==> config.mk <==
export PLATFORM = sky130hd
export DESIGN_NAME = wb_select_pipe
export DESIGN_NICKNAME = d
export VERILOG_FILES = /design/src/rtl/core_pkg.sv /design/src/rtl/load_extend.sv /design/src/rtl/wb_select_pipe.sv
export SDC_FILE = /design/constraint.sdc
export NUM_CORES = 1
export LEC_CHECK = 0
export ABC_AREA = 1
export CORE_ASPECT_RATIO = 0.6
export CORE_MARGIN = 2
export CORE_UTILIZATION = 46
export DETAILED_ROUTE_END_ITERATION = 6
export PLACE_DENSITY_LB_ADDON = 0.1
export SLEW_MARGIN = 20
export SYNTH_ARGS = -nofsm -noshare
export SYNTH_HDL_FRONTEND = slang
export SYNTH_SLANG_ARGS = --single-unit
==> constraint.sdc <==
create_clock -name clk -period 2.5 [get_ports clk]
set_input_delay 0.375 -clock clk [delete_from_list [all_inputs] [get_ports clk]]
set_output_delay 0.375 -clock clk [all_outputs]
set_load 0.005 [all_outputs]
==> src/rtl/core_pkg.sv <==
// Shared writeback encodings, load funct3 codes and the writeback pipe tag.
// Latency: n/a (types and constants only).
// Backpressure: n/a.
package core_pkg;

    localparam int CORE_DATA_W = 32;
    localparam int CORE_SRC_W  = 4;   // room for up to 16 read sources

    localparam logic [1:0] WB_NONE = 2'b00;
    localparam logic [1:0] WB_ALU  = 2'b01;
    localparam logic [1:0] WB_MEM  = 2'b10;
    localparam logic [1:0] WB_PC   = 2'b11;

    localparam logic [2:0] FUNCT3_LB  = 3'b000;
    localparam logic [2:0] FUNCT3_LH  = 3'b001;
    localparam logic [2:0] FUNCT3_LW  = 3'b010;
    localparam logic [2:0] FUNCT3_LBU = 3'b100;
    localparam logic [2:0] FUNCT3_LHU = 3'b101;

    // One in-flight writeback entry, captured in EX and carried to the output stage.
    typedef struct packed {
        logic                   valid;
        logic [1:0]             wb_sel;
        logic [2:0]             funct3;
        logic [1:0]             off;
        logic [CORE_SRC_W-1:0]  src;
        logic                   hit;
        logic [4:0]             rd;
        logic                   we;
        logic [CORE_DATA_W-1:0] alu;
        logic [CORE_DATA_W-1:0] pc4;
    } pipe_tag_t;

endpackage

==> src/rtl/load_extend.sv <==
// Aligns a loaded word by byte offset and sign/zero-extends per load funct3.
// Latency: combinational.
// Backpressure: none.
module load_extend
    import core_pkg::*;
#(
    parameter int DATA_W = 32
) (
    input  logic [DATA_W-1:0] i_word,
    input  logic [1:0]        i_off,
    input  logic [2:0]        i_funct3,
    output logic [DATA_W-1:0] o_data
);

    logic [7:0]  w_byte;
    logic [15:0] w_half;

    // Pick the addressed byte and half; halves ignore the low offset bit.
    always_comb begin
        w_byte = i_word[{i_off, 3'b000} +: 8];
        w_half = i_word[{i_off[1], 4'b0000} +: 16];
    end

    // Extend according to the load type; unknown codes pass the raw word.
    always_comb begin
        o_data = i_word;
        case (i_funct3)
            FUNCT3_LB:  o_data = {{(DATA_W-8){w_byte[7]}}, w_byte};
            FUNCT3_LH:  o_data = {{(DATA_W-16){w_half[15]}}, w_half};
            FUNCT3_LBU: o_data = {{(DATA_W-8){1'b0}}, w_byte};
            FUNCT3_LHU: o_data = {{(DATA_W-16){1'b0}}, w_half};
            FUNCT3_LW:  o_data = i_word;
            default:    o_data = i_word;
        endcase
    end

endmodule

==> src/rtl/wb_select_pipe.sv <==
// Writeback select: carries EX control through a READ_LAT tag pipe, picks ALU/PC+4/aligned load data.
// Latency: result visible READ_LAT cycles after EX capture, combinational from the output stage.
// Backpressure: stall freezes every stage and holds wb_data; flush kills all entries and wins over stall.
module wb_select_pipe
    import core_pkg::*;
#(
    parameter int DATA_W   = 32,   // must equal CORE_DATA_W (pipe tag width)
    parameter int ADDR_W   = 32,
    parameter int NUM_MEM  = 3,
    parameter int READ_LAT = 1,    // 1..2
    parameter logic [NUM_MEM*4-1:0] REGION_CODES = {4'b0100, 4'b0001, 4'b1000},
    parameter logic [NUM_MEM*4-1:0] REGION_MASKS = {4'b1111, 4'b1101, 4'b1111}
) (
    input  logic                      clk,
    input  logic                      rst_n,
    input  logic                      ex_valid,
    input  logic [1:0]                ex_wb_sel,
    input  logic [2:0]                ex_funct3,
    input  logic [ADDR_W-1:0]         ex_addr,
    input  logic [DATA_W-1:0]         ex_alu_result,
    input  logic [DATA_W-1:0]         ex_pc_plus4,
    input  logic [4:0]                ex_rd,
    input  logic                      ex_reg_we,
    input  logic                      stall,
    input  logic                      flush,
    input  logic [NUM_MEM*DATA_W-1:0] mem_rdata,
    output logic                      wb_valid,
    output logic [DATA_W-1:0]         wb_data,
    output logic [4:0]                wb_rd,
    output logic                      wb_we,
    output logic                      wb_region_miss
);

    pipe_tag_t             r_stage [READ_LAT];
    pipe_tag_t             w_ex_tag;
    pipe_tag_t             w_out;
    logic [3:0]            w_nib;
    logic                  w_hit;
    logic [CORE_SRC_W-1:0] w_src;
    logic [DATA_W-1:0]     w_word;
    logic [DATA_W-1:0]     w_ext;
    logic [DATA_W-1:0]     w_live_dat;
    logic [DATA_W-1:0]     r_hold_dat;
    logic                  r_hold_vld;

    assign w_nib = ex_addr[ADDR_W-1 -: 4];

    // Region decode: scan high to low so the lowest matching index wins.
    always_comb begin
        w_hit = 1'b0;
        w_src = '0;
        for (int i = NUM_MEM - 1; i >= 0; i--) begin
            if ((w_nib & REGION_MASKS[i*4 +: 4]) == (REGION_CODES[i*4 +: 4] & REGION_MASKS[i*4 +: 4])) begin
                w_hit = 1'b1;
                w_src = CORE_SRC_W'(i);
            end
        end
    end

    // Assemble the tag captured from EX.
    always_comb begin
        w_ex_tag        = '0;
        w_ex_tag.valid  = ex_valid;
        w_ex_tag.wb_sel = ex_wb_sel;
        w_ex_tag.funct3 = ex_funct3;
        w_ex_tag.off    = ex_addr[1:0];
        w_ex_tag.src    = w_src;
        w_ex_tag.hit    = w_hit;
        w_ex_tag.rd     = ex_rd;
        w_ex_tag.we     = ex_reg_we;
        w_ex_tag.alu    = ex_alu_result;
        w_ex_tag.pc4    = ex_pc_plus4;
    end

    // Tag pipeline: flush clears every valid, stall freezes, otherwise shift.
    always_ff @(posedge clk or negedge rst_n) begin
        if (!rst_n) begin
            for (int k = 0; k < READ_LAT; k++) r_stage[k] <= '0;
        end else if (flush) begin
            for (int k = 0; k < READ_LAT; k++) r_stage[k].valid <= 1'b0;
        end else if (!stall) begin
            r_stage[0] <= w_ex_tag;
            for (int k = 1; k < READ_LAT; k++) r_stage[k] <= r_stage[k-1];
        end
    end

    assign w_out = r_stage[READ_LAT-1];

    // Route the selected source's read word to the extender.
    always_comb begin
        w_word = '0;
        for (int i = 0; i < NUM_MEM; i++) begin
            if (w_out.src == CORE_SRC_W'(i)) w_word = mem_rdata[i*DATA_W +: DATA_W];
        end
    end

    load_extend #(.DATA_W(DATA_W)) u_load_extend (
        .i_word   (w_word),
        .i_off    (w_out.off),
        .i_funct3 (w_out.funct3),
        .o_data   (w_ext)
    );

    // Live writeback data; invalid entries and region misses read as zero.
    always_comb begin
        w_live_dat = '0;
        if (w_out.valid) begin
            case (w_out.wb_sel)
                WB_ALU:  w_live_dat = w_out.alu;
                WB_PC:   w_live_dat = w_out.pc4;
                WB_MEM:  w_live_dat = w_out.hit ? w_ext : '0;
                default: w_live_dat = '0;
            endcase
        end
    end

    // Hold register: snapshot live data on the first stalled edge, drop it when stall ends.
    always_ff @(posedge clk or negedge rst_n) begin
        if (!rst_n) begin
            r_hold_dat <= '0;
            r_hold_vld <= 1'b0;
        end else if (flush) begin
            r_hold_dat <= '0;
            r_hold_vld <= 1'b0;
        end else if (stall) begin
            if (!r_hold_vld) r_hold_dat <= w_live_dat;
            r_hold_vld <= 1'b1;
        end else begin
            r_hold_vld <= 1'b0;
        end
    end

    assign wb_valid       = w_out.valid;
    assign wb_data        = (stall && r_hold_vld) ? r_hold_dat : w_live_dat;
    assign wb_rd          = w_out.valid ? w_out.rd : 5'd0;
    assign wb_we          = w_out.valid & w_out.we & (w_out.rd != 5'd0);
    assign wb_region_miss = w_out.valid & (w_out.wb_sel == WB_MEM) & ~w_out.hit;

endmodule

Yosys cells after proc, flatten, opt, wreduce, memory -nomap -nowiden

Index checks and enable logic that the tools add are counted.
W data, S select, Z words.

Register bits: 116
Input port bits: 208

Equal/unequal tests: 13
Shifts and indexed selects: 2
Multiplexer cells: 22
Bitwise operators: 7
Reduce and logical (&&, ||, !) cells: 7

Operator list:

| cell                 | count |
|---|---|
| $mux W32             | 9 |
| $pmux W32 S4         | 1 |
| $pmux W32 S3         | 1 |
| $mux W83             | 1 |
| $shiftx A32 B6 Y16   | 1 |
| $shiftx A32 B6 Y8    | 1 |
| $eq A3 B1 Y1 const B | 2 |
| $eq A3 B3 Y1 const B | 2 |
| $mux W1              | 6 |
| $mux W2              | 3 |
| $mux W5              | 1 |
| $reduce_bool A5 Y1   | 1 |
| $and A1 B1 Y1        | 4 |
| $eq A2 B2 Y1 const B | 2 |
| $eq A4 B1 Y1 const B | 1 |
| $eq A4 B2 Y1 const B | 1 |
| $eq A4 B3 Y1 const B | 1 |
| $eq A4 B4 Y1 const B | 1 |
| $logic_not A4 Y1     | 1 |
| $reduce_and A2 Y1    | 2 |
| $logic_not A3 Y1     | 1 |
| $not A1 Y1           | 3 |
| $eq A2 B1 Y1 const B | 1 |
| $ne A2 B1 Y1 const B | 1 |
| other kinds (3)      | 3 |

Longest topological paths before layout

Gate-level depths: netlist (run 1).

Depth after elaboration: 12
Mapped depth: 14
Mapped depth without buffers: 14

Cells and area by module

From an unflattened synthesis (run 1), not the netlist that was laid out.

Cells, all modules: 1169
Area total of the unflattened synthesis: 7394.6 µm²

Modules (own cells, without submodules):

| module         | times used | cells an instance | area each (µm²) |
|---|---|---|---|
| wb_select_pipe | 1          | 973               | 6427.4 |
| load_extend    | 1          | 196               | 967.2 |

Worst setup path before layout (run 1)

Ideal clock, no wire load.

Path kind: flip-flop to output port
Start point: register r_stage[71] in the netlist's numbering
End point: output port wb_data[21]
Data arrival time: 1.552 ns
Data required time: 2.125 ns
Path slack: 0.573 ns
Stages on the path, launching flop included: 14
Cells stage by stage: dfrtp_1 -> inv_2 -> buf_4 -> nand2_1 -> nand2_2 -> nand2_2 -> nand2_2 -> nand3_2 -> o211ai_4 -> buf_6 -> nand2_2 -> nand2_1 -> nand3_1 -> nand2_1

Longest elaborated chain between the ends: 10

RTL lines:

| what                                                           | RTL line                             | RTL |
|---|---|---|
| start, declared                                                | wb_select_pipe.sv:34                 | `pipe_tag_t r_stage [READ_LAT];` |
| $logic_not A4 Y1                                               | wb_select_pipe.sv:93                 | `if (w_out.src == CORE_SRC_W'(i)) w_word = mem_rdata[i*DATA_W +: DATA_W];` |
| $mux W32 (2 in series)                                         | wb_select_pipe.sv:93                 |  |
| $mux W32 (*)                                                   | wb_select_pipe.sv:93                 |  |
| $shiftx A32 B6 Y16 / $shiftx A32 B6 Y8 (equally long branches) | load_extend.sv:21, load_extend.sv:20 |  |
| $pmux W32 S4 (*)                                               | load_extend.sv:27                    | `case (i_funct3)` |
| $mux W32 (*)                                                   | wb_select_pipe.sv:111                | `WB_MEM: w_live_dat = w_out.hit ? w_ext : '0;` |
| $pmux W32 S3 (*)                                               | wb_select_pipe.sv:108                | `case (w_out.wb_sel)` |
| $mux W32 (*)                                                   | wb_select_pipe.sv:107                | `if (w_out.valid) begin` |
| $mux W32 (*)                                                   | wb_select_pipe.sv:134                | `assign wb_data = (stall && r_hold_vld) ? r_hold_dat : w_live_dat;` |
| end, declared                                                  | wb_select_pipe.sv:28                 | `output logic [DATA_W-1:0] wb_data,` |

Every way passes the cells marked *; elsewhere a longest branch is shown, timed or not.

Final worst setup path (run 1)

Start point: register r_stage[72] in the netlist's numbering
End point: output port wb_data[2]

Same word-level chain as after synthesis.

==> results.md, run 1 <==
- Status: finished with violations
- Failing checks: setup timing
- Largest area contributor in the netlist: dfrtp_1
- Crit-path max FO: 6
- Gp weighted congestion: ~0.96
- Async S/R FF share, synth: between 90% and 100%
- Warnings from Yosys: 0
- Num CTS Buffers: 17
- Dpl cells: ~1500
- Setup crit start kind: register
- EDFF count, synth: 0
- Max-Slew Margin vs Limit: ~46%
- Finished Layout Cells: approximately 1500
- Launching point of the worst reg2reg path: r_stage[72]
- Vias in the first global route: 7401
- PwrDens: 607 nW/um2
- Worst slew pin tran: 802 ps
- Top-count cell post-synth: nand2_1
- Clock root cell: clkbuf_16
- Synth Instances: 1031
- Final Cell Area: about 11000 um2
- HPWL Detailed: between 15000 and 20000 um
- Clock Latency Late Sink: ~440 ps
- Die X: about 160 um
- Hold slack final: between 300 and 400 ps
- Antenna violations before repair: 1
- Vias: approximately 8400
- Mapped Area: between 6000 and 7000 um2
- Final min period: 2930 ps
- Total gr overflow: 0
- Syn-to-layout area delta: 63.9%
- Filler cell count: between 1000 and 1500
- CP max stage cell: dfrtp_2
- Unrepaired setup endpoints after global routing: true
- Worst Setup SP: r_stage[72]
- Fin worst setup slack: -428 ps
- Starting Density: a little under half
- Share of cells above drive strength 1: a little under a quarter
- Die height: between 90 and 100 um
- Clock-pin slew of the registers on the worst-case setup and hold paths: 60 ps
- Final ANT Viol Nets: 0
- CTS tree: done
- Ranking of synthesized cells by area: dfrtp_1 (41%), nand2_1 (21%), nand3_1 (8.2%)
- Clock skew: between 20 and 25 ps
- Synth Register Bits: 114
- CTS Sinks: around 110
- Placeable Area: ~15000 um2
- Max VDD drop: 0.561 mV
- Area of the multi-input gates: about 4000 um2
- Drt drc: 0
- Crit path cell chain: nor2_4 -> buf_6 -> inv_2 -> or2_4 -> nand4_1 -> buf_4 -> nand3_2 -> nand2_1 -> nand2_1 -> a21o_1 -> nand3_1 -> nand2_1 -> dlymetal6s2s_1
- Full die area: between 15000 and 20000 um2
- Avg Cell Area, Syn: about 6.7 um2
- Yosys cell types: 29
- Critical Path Max Stage Delay: 490 ps
- Placed Area: roughly 9700 um2
- Rows: 34
- Drt total wl: 27700 um
- Pre-antenna DRT Iters: 6
- Syn Nets: ~1200
- Max-slew violations: 0
- Vias per std cell: roughly 5.5
- Final setup violation count: 32
- First-pass GRT wire length: a little under 40000 um
- Top post-synthesis cells by count: nand2_1 (387), inv_1 (125), dfrtp_1 (114)
- CP Data Required Time: between 2000 and 2500 ps
- Final hold violations: 0
- Hold/Removal Path Class: in2async
- H-tree Lvls: 4
- Final cycle utilization of the critical path: 117%
- Pin count of the biggest net entering global routing: between 90 and 100
- # IOs: approximately 250
- Maxcap violations: 0
- Cell mode on critical path: nand2_1
- Pwr Total: slightly below 7000 uW
- First DRT Iteration DRCs: between 900 and 1000
- Avg WL per Cell: 18.1 um
- Top_reg_cell synth: dfrtp_1
- GR Util All Layers: between 30% and 40%
- Sequential area share after synthesis: 41.4%
- Endpoint type of the worst setup path: primary output
- N_diodes: 0
- Max frequency: between 0.3 and 0.4 GHz
- Reg area: roughly 2900 um2
- I/O Buffers: 221
- CTS max path bufs: 2
- WP data arrival: roughly 2600 ps
- Leak: roughly 0.0056 uW
- WS Path Type: reg2out
- Fin nets: 1524
- Post-synth top area share: around two fifths
## layout by cell type (no fill, tap or decap), types with 9 or more instances in the layout
cell             synthesis  layout
o22ai_1                 29      29
clkbuf_16                0      17
nand2_2                 15      55
a21oi_2                  0      11
inv_1                  125     124
a21oi_1                 35      22
buf_6                    2      20
clkdlybuf4s50_1          0     188
nand2_4                  0      25
clkbuf_2                 0      14
nand3_1                113      87
nand3_2                  2      23
nand2_1                387     320
buf_12                   0      13
o21ai_0                 87      84
nor2_1                  13       9
buf_2                   13       9
dfrtp_1                114     110
buf_4                    4      78
## layer usage
metal	vias to the layer above	track usage, %	part of all wire [%]
met5	-	0	0
met1	3899	48.5	44
met2	514	46.7	43
met4	0	6.47	2.4
met3	94	7.58	11
li1	3870	-	-
## worst max-delay path, delay by kind of cell (launching register included)
family | cells | cell delay (ps)
DFF | 1 | 490
AOI/OAI and AO/OA | 1 | 210
and+or+nand+nor | 8 | 930
buffers and inverters | 4 | 480
## what timing repair did
action / 4_1_cts / 5_1_grt
setup endpoints to repair: 32 / 32
hold endpoints to repair: 10 / 0
resized for setup: 58 / 242
pin swaps: 14 / 73
buffers inserted: 11 / 27
hold buffers: 1 / 0
cloned: 1 / 0
## cell families (layout without fill, tap and decap cells)
group	after synthesis	count (layout)	synth area share [%]
and+or+nand+nor	545	545	33.0
buffers and inverters	194	492	11.2
AOI/OAI and AO/OA	178	178	14.4
DFF	114	114	41.4
## sequential cells by signal, indices dropped and copies added (netlist names)
name and flops:
wb_valid 1, r_hold_vld 1, r_stage 80, r_hold_dat 32
## where the power goes
group          leakage (uW)  switching, uW  total (uW)  internal, uW
clock network      0.000282           1060        2480          1420
registers           0.00145           87.4        2110          2020
logic               0.00391           1240        2270          1030
## layout make-up
cell class,instances,share of cell area (%)
clock buffers,17,3.77
clock inverters,15,1.43
inverters,130,4.46
multi-input cells,723,34.8
flip-flops and latches,114,25.3
well taps,198,2.19
repair buffers,330,28.1
## worst paths after layout
check                      slack (ps)  depth (start not counted)       endpoint
setup / recovery                 -430                         13     wb_data[2]
hold / removal                    340                          2  r_hold_dat[4]
setup reg to reg                  270                         16  r_hold_dat[5]
hold reg to reg                   470                          2    r_stage[64]
max in group asynchronous        1430                          3    r_stage[76]
min in group clk                  470                          2    r_stage[64]
## per-stage QoR
stage,setup slack (ps),setup TNS [ps],util [%]
finish,-428,-8850,77.6
global route,-489,-11630,77.6
CTS,-551,-13940,72.5
detailed placement,-419,-10150,67.0
global placement,-395,-9580,67.0
floorplan,573,0,-
Note: power is estimated with default switching activity, not from simulation.
==> run 2: changes to the inputs <==
CTS_CLUSTER_SIZE = 25   (was default)
==> results of run 2 <==
Final layout, timing and power as in run 1 (identical DEF).
